<file path="src/rtl/ray_stream_if.sv">
// Ray-link stream bundle: upstream packed-ray handshake plus downstream
// 24-bit word stream with last marker.
interface ray_stream_if #(
  parameter int WORD_W = 24
);
  logic                  in_valid;
  logic [6*WORD_W-1:0]   in_ray;
  logic                  in_ready;
  logic                  out_valid;
  logic [WORD_W-1:0]     out_data;
  logic                  out_last;
  logic                  out_ready;

  // Producer of rays and consumer of words (camera side + link side).
  modport master (
    output in_valid, in_ray, out_ready,
    input  in_ready, out_valid, out_data, out_last
  );

  // The serialiser itself.
  modport slave (
    input  in_valid, in_ray, out_ready,
    output in_ready, out_valid, out_data, out_last
  );
endinterface

</file>
<file path="src/rtl/ray_stream_tx.sv">
// Transmit end of the ray word-stream link. Latches one 144-bit ray
// (orig x,y,z then dir x,y,z, signed 24-bit fields) and emits it as six
// words, orig.x first, with out_last on dir.z. A new ray can be taken on
// the final word handshake so sustained traffic has no bubbles.
module ray_stream_tx #(
  parameter int CNT_W  = 16,
  parameter int WORD_W = 24
) (
  input  logic             clk,
  input  logic             rst_n,
  ray_stream_if.slave      rs,
  output logic             busy,
  output logic [CNT_W-1:0] ray_count
);

  localparam int RAY_W = 6 * WORD_W;

  typedef enum logic {
    IDLE = 1'b0,
    SEND = 1'b1
  } state_t;

  state_t               state_r;
  state_t               state_s;
  logic [RAY_W-1:0]     hold_r;
  logic [2:0]           idx_r;
  logic [2:0]           idx_nxt_s;
  logic                 ready_q_r;
  logic [WORD_W-1:0]    out_data_r;
  logic                 out_last_r;
  logic [CNT_W-1:0]     count_r;
  logic                 out_fire_s;
  logic                 last_fire_s;
  logic                 in_ready_s;
  logic                 in_fire_s;

  // Field select in wire order: index 0 is the MSB field (orig.x).
  function automatic logic [WORD_W-1:0] word_sel(input logic [RAY_W-1:0] r,
                                                 input logic [2:0]       i);
    case (i)
      3'd0:    word_sel = r[RAY_W-1          -: WORD_W];
      3'd1:    word_sel = r[RAY_W-1-WORD_W   -: WORD_W];
      3'd2:    word_sel = r[RAY_W-1-2*WORD_W -: WORD_W];
      3'd3:    word_sel = r[RAY_W-1-3*WORD_W -: WORD_W];
      3'd4:    word_sel = r[RAY_W-1-4*WORD_W -: WORD_W];
      3'd5:    word_sel = r[RAY_W-1-5*WORD_W -: WORD_W];
      default: word_sel = {WORD_W{1'b0}};
    endcase
  endfunction

  // Handshake decode; in_ready may follow out_ready combinationally on the last word.
  always_comb begin
    idx_nxt_s   = idx_r + 3'd1;
    out_fire_s  = (state_r == SEND) && rs.out_ready;
    last_fire_s = out_fire_s && (idx_r == 3'd5);
    in_ready_s  = ready_q_r && ((state_r == IDLE) || last_fire_s);
    in_fire_s   = rs.in_valid && in_ready_s;
  end

  // State register.
  always_ff @(posedge clk or negedge rst_n) begin
    if (!rst_n) begin
      state_r <= IDLE;
    end else begin
      state_r <= state_s;
    end
  end

  // Next-state logic: stay in SEND across rays when a new one is taken on the last word.
  always_comb begin
    state_s = state_r;
    case (state_r)
      IDLE: begin
        if (in_fire_s) begin
          state_s = SEND;
        end else begin
          state_s = IDLE;
        end
      end
      SEND: begin
        if (last_fire_s && !in_fire_s) begin
          state_s = IDLE;
        end else begin
          state_s = SEND;
        end
      end
      default: state_s = IDLE;
    endcase
  end

  // Output decode: valid/busy come straight from the state flop, data/last from their flops.
  always_comb begin
    rs.out_valid = (state_r == SEND);
    busy         = (state_r == SEND);
    rs.in_ready  = in_ready_s;
    rs.out_data  = out_data_r;
    rs.out_last  = out_last_r;
    ray_count    = count_r;
  end

  // Keeps in_ready low until the first edge after reset release.
  always_ff @(posedge clk or negedge rst_n) begin
    if (!rst_n) begin
      ready_q_r <= 1'b0;
    end else begin
      ready_q_r <= 1'b1;
    end
  end

  // Holding register, word index and registered word/last outputs.
  always_ff @(posedge clk or negedge rst_n) begin
    if (!rst_n) begin
      hold_r     <= {RAY_W{1'b0}};
      idx_r      <= 3'd0;
      out_data_r <= {WORD_W{1'b0}};
      out_last_r <= 1'b0;
    end else if (in_fire_s) begin
      hold_r     <= rs.in_ray;
      idx_r      <= 3'd0;
      out_data_r <= word_sel(rs.in_ray, 3'd0);
      out_last_r <= 1'b0;
    end else if (out_fire_s && (idx_r != 3'd5)) begin
      idx_r      <= idx_nxt_s;
      out_data_r <= word_sel(hold_r, idx_nxt_s);
      out_last_r <= (idx_nxt_s == 3'd5);
    end else begin
      hold_r     <= hold_r;
      idx_r      <= idx_r;
      out_data_r <= out_data_r;
      out_last_r <= out_last_r;
    end
  end

  // Sent-ray counter, bumped on each last-word handshake; wraps naturally.
  always_ff @(posedge clk or negedge rst_n) begin
    if (!rst_n) begin
      count_r <= {CNT_W{1'b0}};
    end else if (last_fire_s) begin
      count_r <= count_r + {{(CNT_W-1){1'b0}}, 1'b1};
    end else begin
      count_r <= count_r;
    end
  end

endmodule
</file>
<file path="src/flat_wrapper.sv">
// flat-port wrapper written by rule: the top's interface ports become plain ports
module ray_stream_tx_flat 
#(
  parameter int CNT_W  = 16,
  parameter int WORD_W = 24
)
  (clk, rst_n, busy, ray_count, rs_in_valid, rs_in_ray, rs_out_ready, rs_in_ready, rs_out_valid, rs_out_data, rs_out_last);
  ray_stream_if #(.WORD_W(WORD_W)) rs_i ();
  input  logic clk;
  input  logic rst_n;
  output logic busy;
  output logic [CNT_W-1:0] ray_count;
  input wire logic [$bits(rs_i.in_valid)-1:0] rs_in_valid;
  input wire logic [$bits(rs_i.in_ray)-1:0] rs_in_ray;
  input wire logic [$bits(rs_i.out_ready)-1:0] rs_out_ready;
  output wire logic [$bits(rs_i.in_ready)-1:0] rs_in_ready;
  output wire logic [$bits(rs_i.out_valid)-1:0] rs_out_valid;
  output wire logic [$bits(rs_i.out_data)-1:0] rs_out_data;
  output wire logic [$bits(rs_i.out_last)-1:0] rs_out_last;
  assign rs_i.in_valid = rs_in_valid;
  assign rs_i.in_ray = rs_in_ray;
  assign rs_i.out_ready = rs_out_ready;
  assign rs_in_ready = rs_i.in_ready;
  assign rs_out_valid = rs_i.out_valid;
  assign rs_out_data = rs_i.out_data;
  assign rs_out_last = rs_i.out_last;
  ray_stream_tx #(.CNT_W(CNT_W), .WORD_W(WORD_W)) u_core (.clk(clk), .rst_n(rst_n), .rs(rs_i), .busy(busy), .ray_count(ray_count));
endmodule
</file>
<file path="config.mk">
export PLATFORM = sky130hd
export DESIGN_NAME = ray_stream_tx_flat
export DESIGN_NICKNAME = d
export VERILOG_FILES = /design/src/rtl/ray_stream_if.sv /design/src/rtl/ray_stream_tx.sv /design/src/flat_wrapper.sv
export SDC_FILE = /design/constraint.sdc
export NUM_CORES = 1
export LEC_CHECK = 0
export CAP_MARGIN = 20
export CELL_PAD_IN_SITES_DETAIL_PLACEMENT = 1
export CELL_PAD_IN_SITES_GLOBAL_PLACEMENT = 1
export CORE_UTILIZATION = 40
export DETAILED_ROUTE_END_ITERATION = 6
export GPL_TIMING_DRIVEN = 0
export HOLD_SLACK_MARGIN = 0.06
export PLACE_DENSITY_LB_ADDON = 0.1
export SYNTH_ARGS = -nofsm -noshare
export SYNTH_HDL_FRONTEND = slang
export SYNTH_SLANG_ARGS = --single-unit
</file>
<file path="constraint.sdc">
create_clock -name clk -period 2.21 [get_ports clk]
set_clock_uncertainty 0.05 [all_clocks]
set_input_delay 0.221 -clock clk [delete_from_list [all_inputs] [get_ports clk]]
set_output_delay 0.221 -clock clk [all_outputs]
set_load 0.01 [all_outputs]
</file>
# Word level (Yosys, flattened, before mapping)
# Index checks and enable logic that the tools add are counted.
# totals
register_bits	190
in_bits	148
out_inout_bits	44
# op_classes
n_addsub	2
eq_ne	7
n_mux	10
bitwise_logic	1
n_reduce_logical	10
# ops
cell	count
case mux 24 bit (6 select lines)	1
two-way mux 24 bit	2
adder 16 x 1 -> 16 bit, second input constant	1
== test 3 bit, second input constant	3
== test 3 x 2 -> 1 bit, second input constant	2
logical AND 1 bit	6
two-way mux 3 bit	2
two-way mux 1 bit	4
adder 3 x 1 -> 3 bit, second input constant	1
== test 3 x 1 -> 1 bit, second input constant	1
logical NOT 3 bit	1
inequality test 3 bit, second input constant	1
case mux 1 bit (2 select lines)	1
nonzero test 2 bit	1
logical NOT 1 bit	1
logical OR 1 bit	1
NOT 1 bit	1

# Logic depth before layout (Yosys ltp)
# Gate-level depths: netlist (run 1).
# depth
ltp_word	9
mapped_depth	8
ltp_nobuf	6

# Worst setup path before layout (run 1)
# OpenSTA, ideal clock, no wires.
# synth_path
path_type	reg-to-reg
from	reg u_core.idx_r[0]
to	reg u_core.out_data_r[16], in the netlist u_core.rs.out_data[16]
setup_ns	0.133
arrival_ns	1.689
t_required_ns	2.027
slack_ns	0.338
path_stages_with_launch	7
synth_period_minus_slack_ns	1.872
cell_sequence	dfrtp_1 ha_1 xnor2_1 buf_2 mux2_1 a32oi_1 o211ai_1
# synth_via
elab_chain_cells	6
# synth_rtl
element	line	text
start, declared	ray_stream_tx.sv:26	logic [2:0] idx_r;
start signal, assigned	ray_stream_tx.sv:123	idx_r <= idx_nxt_s;
start signal, assigned	ray_stream_tx.sv:128	idx_r <= idx_r;
parallel branches: the longest is 6 deep, another holds adder 3 x 1 -> 3 bit	--	
end signal, assigned	ray_stream_tx.sv:115	out_data_r <= {WORD_W{1'b0}};
end signal, assigned	ray_stream_tx.sv:120	out_data_r <= word_sel(rs.in_ray, 3'd0);
end signal, assigned	ray_stream_tx.sv:124	out_data_r <= word_sel(hold_r, idx_nxt_s);
end, declared	ray_stream_tx.sv:29	logic [WORD_W-1:0] out_data_r;
# Parallel ways; which one is timed is not known. The select of a mux whose other input is x is not followed.
# A chain may end at the register's enable or synchronous reset.

# Worst setup path after layout (run 1)
# layout_path
from	reg u_core.idx_r[1]
to	reg u_core.hold_r[133]
# layout_via
elab_chain_cells	5
# layout_rtl
element	line	text
== test 3 bit	ray_stream_tx.sv:55	last_fire_s = out_fire_s && (idx_r == 3'd5);
logical AND 1 bit	ray_stream_tx.sv:55	
logical OR 1 bit	ray_stream_tx.sv:56	in_ready_s = ready_q_r && ((state_r == IDLE) || last_fire_s);
logical AND 1 bit	ray_stream_tx.sv:56	
logical AND 1 bit	ray_stream_tx.sv:57	in_fire_s = rs.in_valid && in_ready_s;
end signal, assigned	ray_stream_tx.sv:113	hold_r <= {RAY_W{1'b0}};
end signal, assigned	ray_stream_tx.sv:118	hold_r <= rs.in_ray;
end signal, assigned	ray_stream_tx.sv:127	hold_r <= hold_r;
end, declared	ray_stream_tx.sv:25	logic [RAY_W-1:0] hold_r;
# Every way passes these cells.

==> summary.md, run 1 <==
| Metric | Value |
|---|---|
| Gr usage total | `0.257` |
| First-pass DRT Iterations | `4` |
| Max_cap viols | `0` |
| Antenna viol nets, final | `0` |
| Hpwl dp | `18800 µm` |
| Leakage power | `4.91 nW` |
| Post-synthesis sequential area ratio | `0.569` |
| Endpoint class of the critical path | `register` |
| Crit Path Class | `register to register` |
| Total gr overflow | `0` |
| CTS H-tree lvls | `4` |
| Post-synthesis cell count | `around 640` |
| Final WL | `roughly 26000 µm` |
| Reg area | `between 4000 and 5000 µm²` |
| Worst-margin pin slew | `660 ps` |
| DR vias | `6255` |
| Share of layout cells above drive strength 1 | `0.189` |
| Switching part of the total power | `0.347` |
| Async SR Flop Fraction | `1.00` |
| Largest family of logic cells by synthesized area | `multiplexers` |
| Fraction of the mapped netlist area in simple logic gates | `0.0554` |
| Post-synth EDFFs | `0` |
| Combinational share of power | `0.372` |
| Clock buffer depth | `2` |
| Unrepaired setup endpoints after global routing | `true` |
| Worst vdd ir | `about 0.00065 V` |
| Area post-placement | `roughly 11000 µm²` |
| Die H | `between 100 and 150 µm` |
| Crit path required time | `between 2000 and 2500 ps` |
| Hold slack final | `300 ps` |
| Proportion of synthesized area in mux cells | `0.195` |
| Vias in the first global route | `around 7000` |
| Die area | `21500 µm²` |
| Drt wl/cell | `around 23 µm` |
| Final Hold Vio Count | `0` |
| Cts bufs inserted | `17` |
| R2R cell count | `7` |
| Most used DFF post-synth | `dfrtp_1` |
| Fill cells | `about 2000` |
| Clock Latency Late Sink | `450 ps` |
| Crit path DAT | `2390 ps` |
| Crit Path Max Fanout | `10` |
| I/O pins | `192` |
| Area of the multi-input gates | `around 3400 µm²` |
| Core ar. | `20400 µm²` |
| DRT iter0 DRCs | `319` |
| Pwr/cell area | `1300 nW/µm²` |
| Cell Int Power | `9.61 mW` |
| Port buffer count | `191` |
| Netlist cell types | `39` |
| Die Wd | `146 µm` |
| Xor-xnor portion of the synthesized cell area | `0.0178` |
| Post-layout util | `0.557` |
| Reg2Reg Capture Point | `u_core.hold_r[133]` |
| R2r startpoint | `u_core.idx_r[1]` |
| Final min period | `2120 ps` |
| Wire length of the first global-routing pass | `41100 µm` |
| # diodes | `0` |
| Final worst-path cycle share | `0.961` |
| Status | `finished, final reports clean` |
| Final Instance Area | `~11000 µm²` |
| Mean cell area of the mapped netlist | `~13 µm²` |
| Compound-Gate Fraction of Synth Area | `0.118` |
| Area growth syn-to-layout | `36.0%` |
| Clock root cell | `clkbuf_16` |
| Via density | `5.52` |
| Relative slew slack | `0.560` |
| TritonCTS clock tree | `yes` |
| Worst R2R Setup Slack | `90 ps` |
| Largest net degree at the start of global routing | `~110` |
| Psw | `5.11 mW` |
| #FFs+latches synth | `190` |
| Post-synthesis adder-cell area fraction | `0.00899` |
| Syn Nets | `796` |
| RD Place Congestion | `0.818` |
| Antenna violations before repair | `0` |
| Synth Warn # | `0` |
| Post-Synthesis Cell Area | `8350 µm²` |
| Site Rows | `52` |
| Slew Limit Fails | `0` |
| Clock Sinks | `190` |
| Clock power frac | `0.224` |
| Clock-pin slew on the worst setup and hold paths | `70 ps` |
| Layout net count | `1006` |
| Initial core utilization | `0.410` |
| Setup violators final | `0` |
| Worst min path class | `primary input to asynchronous set/reset pin` |
| Fmax | `471 MHz` |
| DRC viols | `0` |
| Startpoint types | `register` |
| Seq pwr share | `0.404` |
stage by stage:
step            TNS, ps  power [mW]  setup WS (ps)  cells
2_1_floorplan         0        8.97            338    642
3_3_place_gp   -1319020        11.0          -6910   1103
3_5_place_dp     -19170        11.3           -297   1104
4_1_cts           -4.86        14.7          -4.86   1135
5_1_grt           -56.7        15.6          -31.0   1133
6_report              0        14.7           86.2   1133
cells by family (layout without fill, tap and decap cells):
group	Yosys count	count (layout)
AOI/OAI and AO/OA	128	128
muxes	145	145
other	1	1
DFF	190	190
xor gates and xnor gates	17	17
and+or+nand+nor	95	95
buffers and inverters	60	281
adders and majority gates	6	6
cells in the final DEF (no fill, tap or decap), types with 12 or more instances in the layout:
master and count:
nand3_1 35, a22oi_1 37, a221o_1 17, xnor2_1 12
clkbuf_16 17, a2bb2oi_1 15, dfrtp_1 189, clkbuf_2 14
clkdlybuf4s50_1 189, nand2_1 27, buf_2 18, a21oi_1 16
mux2_1 74, mux2_2 70
worst max path at each step:
stage	startpoint	end	slack, ps	cells after the start
after global placement	rst_n	u_core.hold_r[34]	-6910	1
after global routing	u_core.idx_r[1]	u_core.ray_count[12]	-30	7
final	u_core.idx_r[1]	u_core.hold_r[133]	90	7
after CTS	u_core.idx_r[1]	u_core.rs.out_data[8]	-5	8
after floorplan	u_core.idx_r[0]	u_core.rs.out_data[16]	340	6
after detailed placement	u_core.idx_r[1]	u_core.rs.out_data[14]	-300	7
power groups by stage:
stage / clock (mW) / combinational (mW) / sequential [mW]
floorplan: 0 / 3.22 / 5.75
global route: 3.48 / 5.95 / 6.13
detailed placement: 0 / 5.30 / 5.98
CTS: 3.34 / 5.46 / 5.93
global placement: 0 / 5.08 / 5.88
finish: 3.30 / 5.47 / 5.95
cells in the mapped netlist (6+ instances only):
| master | count | area, µm² |
|---|---|---|
| a21oi_1 | 16 | 80.1 |
| a221o_1 | 17 | 170 |
| a22oi_1 | 37 | 278 |
| a2bb2oi_1 | 15 | 131 |
| a311oi_1 | 7 | 61.3 |
| a32oi_1 | 7 | 61.3 |
| and3_1 | 9 | 56.3 |
| buf_2 | 18 | 90.1 |
| buf_4 | 10 | 75.1 |
| clkbuf_1 | 19 | 71.3 |
| dfrtp_1 | 190 | 4750 |
| ha_1 | 6 | 75.1 |
| inv_1 | 12 | 45.0 |
| mux2_1 | 74 | 833 |
| mux2_2 | 70 | 788 |
| nand2_1 | 28 | 105 |
| nand3_1 | 37 | 185 |
| nor2_1 | 10 | 37.5 |
| o211ai_1 | 7 | 52.6 |
| o21ai_0 | 8 | 40.0 |
| xnor2_1 | 13 | 114 |
worst max-delay path, stage by stage (launching register included):
cell and delay [ps]:
dfrtp_1 430, inv_2 120, ha_4 160, nand3_2 130, a21oi_4 260, buf_4 210, buf_4 260, mux2_1 380
repair_timing:
action,in CTS,in global routing
endpoints found under the hold margin,82,0
hold buffers,1,0
pin swaps,0,1
gates resized for setup,25,14
setup buffers,0,0
endpoints found under the setup margin,170,101
registers in the layout (all words and copies together), names as in the netlist:
signal,cells
u_core.hold_r,144
u_core.ray_count,16
u_core.busy,1
u_core.ready_q_r,1
u_core.idx_r,3
u_core.rs.out_last,1
u_core.rs.out_data,24
per-layer routing:
layer	global-route usage	wire [µm]	vias to the layer above
met5	0	0	-
met4	0.0708	358	0
met3	0.0503	1250	23
met2	0.445	13400	167
met1	0.327	11400	3276
li1	-	-	2789
final cells by class:
cell class,count,share of cell area
plain buffers,46,0.0230
clock buffers,17,0.0375
clock inverters,13,0.0164
inverters,12,0.00397
multi-input cells,392,0.298
flip-flops and latches,190,0.419
well taps,270,0.0298
repair buffers,193,0.172
Power figures use the tool's default switching activity.
==> run 2: changes to the inputs <==
--- a/config.mk
+++ b/config.mk
@@ -8,7 +8,7 @@
 export CAP_MARGIN = 20
 export CELL_PAD_IN_SITES_DETAIL_PLACEMENT = 1
 export CELL_PAD_IN_SITES_GLOBAL_PLACEMENT = 1
-export CORE_UTILIZATION = 40
+export CORE_UTILIZATION = 43
 export DETAILED_ROUTE_END_ITERATION = 6
 export GPL_TIMING_DRIVEN = 0
 export HOLD_SLACK_MARGIN = 0.06
==> constraint.sdc (replaced) <==
create_clock -name clk -period 2.5 [get_ports clk]
set_clock_uncertainty 0.05 [all_clocks]
set_input_delay 0.25 -clock clk [delete_from_list [all_inputs] [get_ports clk]]
set_output_delay 0.25 -clock clk [all_outputs]
set_load 0.01 [all_outputs]
==> summary.md, run 2 (synthesized netlist as in run 1, its figures left out) <==
| Metric | Value |
|---|---|
| Status | `finished, final reports clean` |
| Antenna violations before repair | `1` |
| Final non-filler cell total | `1129` |
| RD Place Congestion | `0.816` |
| CTS H-tree lvls | `4` |
| Clock Latency Late Sink | `440 ps` |
| Final TNS setup | `0 ps` |
| Worst vdd ir | `0.000564 V` |
| Via density | `around 5.6` |
| Drt wl/cell | `23.3 µm` |
| Leakage power | `~4.9 nW` |
| Wire length of the first global-routing pass | `40500 µm` |
| Biggest register | `u_core.hold_r` |
| Switching part of the total power | `0.355` |
| First-pass DRT Iterations | `4` |
| Fmax | `approximately 400 MHz` |
| CP peak stage delay | `540 ps` |
| Worst-margin pin slew | `773 ps` |
| DRC viols | `0` |
| Final min period | `around 2400 ps` |
| Setup violators final | `0` |
| CP max stage cell | `clkdlybuf4s50_1` |
| I/O pins | `192` |
| Seq pwr share | `0.412` |
| Worst R2R Setup Slack | `130 ps` |
| Slew Limit Fails | `0` |
| Clock Sinks | `190` |
| Psw | `roughly 4.5 mW` |
| Endpoint class of the critical path | `primary output` |
| Delay-heaviest family, CP | `buffers and inverters` |
| Antenna viol nets, final | `0` |
| Die H | `about 140 µm` |
| Port buffer count | `191` |
| TritonCTS clock tree | `yes` |
| Crit path required time | `around 2200 ps` |
| Gr usage total | `0.276` |
| Startpoint types | `register` |
| Clock buffer depth | `2` |
| Area growth syn-to-layout | `34.6%` |
| Grt met1 use | `0.336` |
| Max FFs per register | `around 140` |
| Commonest non-fill, non-tap cells in the layout | `190 x clkdlybuf4s50_1, 190 x dfrtp_1, 74 x mux2_1, 70 x mux2_2` |
| Vias in the first global route | `just over 7000` |
| Critical path buffer and inverter count | `2` |
| Largest net degree at the start of global routing | `100` |
| Crit Path Class | `register to primary output` |
| Crit path cell chain | `inv_2, ha_2, nand3_1, nand2_1, and2_1, clkdlybuf4s50_1` |
| Total gr overflow | `0` |
| Crit path DAT | `~2200 ps` |
| Cell Int Power | `just over 8 mW` |
| Total power | `12.7 mW` |
| Combinational share of power | `0.373` |
| Most Crowded Layer GR | `met2` |
| DRT iter0 DRCs | `330` |
| GR Util met3 | `0.0564` |
| Clock power frac | `0.215` |
| Layout net count | `1009` |
| Clock-pin slew on the worst setup and hold paths | `70 ps` |
| Relative slew slack | `0.485` |
| Die Wd | `141 µm` |
| Share of layout cells above drive strength 1 | `0.172` |
| Crit Path Max Fanout | `4` |
| Final worst-path cycle share | `0.979` |
| Max_cap viols | `0` |
| Initial core utilization | `0.442` |
| Pwr/cell area | `between 1000 and 1500 nW/µm²` |
| Unrepaired setup endpoints after global routing | `false` |
| Worst min path class | `primary input to asynchronous set/reset pin` |
| Site Rows | `50` |
| Clock root cell | `clkbuf_16` |
| DR vias | `6317` |
| Core ar. | `18900 µm²` |
| Cts bufs inserted | `17` |
| Met2 GRT Util | `0.487` |
| Die area | `~20000 µm²` |
| Final Hold Vio Count | `0` |
| Final WL | `approximately 26000 µm` |
| Placed insts | `1094` |
| Hpwl dp | `18900 µm` |
| Hold slack final | `about 360 ps` |
## run 2: cell type report
type | instances | area (µm²)
fill | 1898 | 7660
sequential | 190 | 4750
multi-input combinational | 392 | 3310
timing repair buffer | 194 | 1960
clock buffer | 18 | 439
tap | 260 | 325
buffer | 48 | 253
clock inverter | 14 | 144
inverter | 12 | 45.0
antenna | 1 | 2.50
## run 2: through the flow
stage          worst slack, ps  instance area, µm²   util
2_1_floorplan              628                8350      -
3_3_place_gp             -6520               10600  0.560
3_5_place_dp             -18.2               10600  0.562
4_1_cts                   28.1               11200  0.594
5_1_grt                  0.418               11200  0.595
6_report                  51.5               11200  0.595
## run 2: routing by layer
| metal | vias to the layer above | share of wire | wire length, µm |
|---|---|---|---|
| li1 | 2800 | - | - |
| met1 | 3297 | 0.41 | 10900 |
| met2 | 174 | 0.51 | 13500 |
| met3 | 46 | 0.048 | 1270 |
| met4 | 0 | 0.025 | 654 |
| met5 | - | 0 | 0 |
## run 2: power by group through the flow
stage / combinational, mW / clock (mW) / sequential (mW)
2_1_floorplan: 2.84 / 0 / 5.09
3_3_place_gp: 4.48 / 0 / 5.17
3_5_place_dp: 4.70 / 0 / 5.28
4_1_cts: 4.77 / 2.77 / 5.24
5_1_grt: 5.12 / 2.88 / 5.39
6_report: 4.74 / 2.73 / 5.24
## run 2: timing repair
| item | 4_1_cts | 5_1_grt |
|---|---|---|
| hold buffers | 1 | 0 |
| endpoints found under the hold margin | 91 | 0 |
| resized for setup | 5 | 14 |
| setup buffers | 0 | 1 |
| endpoints found under the setup margin | 18 | 9 |
## run 2: worst paths after layout
kind,start,end,cells past startpoint
setup reg to reg,u_core.idx_r[1],u_core.rs.out_data[16],7
hold / removal,rst_n,u_core.hold_r[113],2
hold reg to reg,u_core.ray_count[15],u_core.ray_count[15],1
max in group asynchronous,rst_n,u_core.hold_r[50],3
min in group clk,rs_in_ray[85],u_core.hold_r[85],2
setup / recovery,u_core.idx_r[1],rs_in_ready,6
==> run 3: changes to the inputs <==
--- a/config.mk
+++ b/config.mk
@@ -11,7 +11,7 @@
 export CORE_UTILIZATION = 43
 export DETAILED_ROUTE_END_ITERATION = 6
 export GPL_TIMING_DRIVEN = 0
-export HOLD_SLACK_MARGIN = 0.06
+export HOLD_SLACK_MARGIN = 0.1
 export PLACE_DENSITY_LB_ADDON = 0.1
 export SYNTH_ARGS = -nofsm -noshare
 export SYNTH_HDL_FRONTEND = slang
==> results of run 3 <==
Final layout, timing and power as in run 2 (identical DEF).
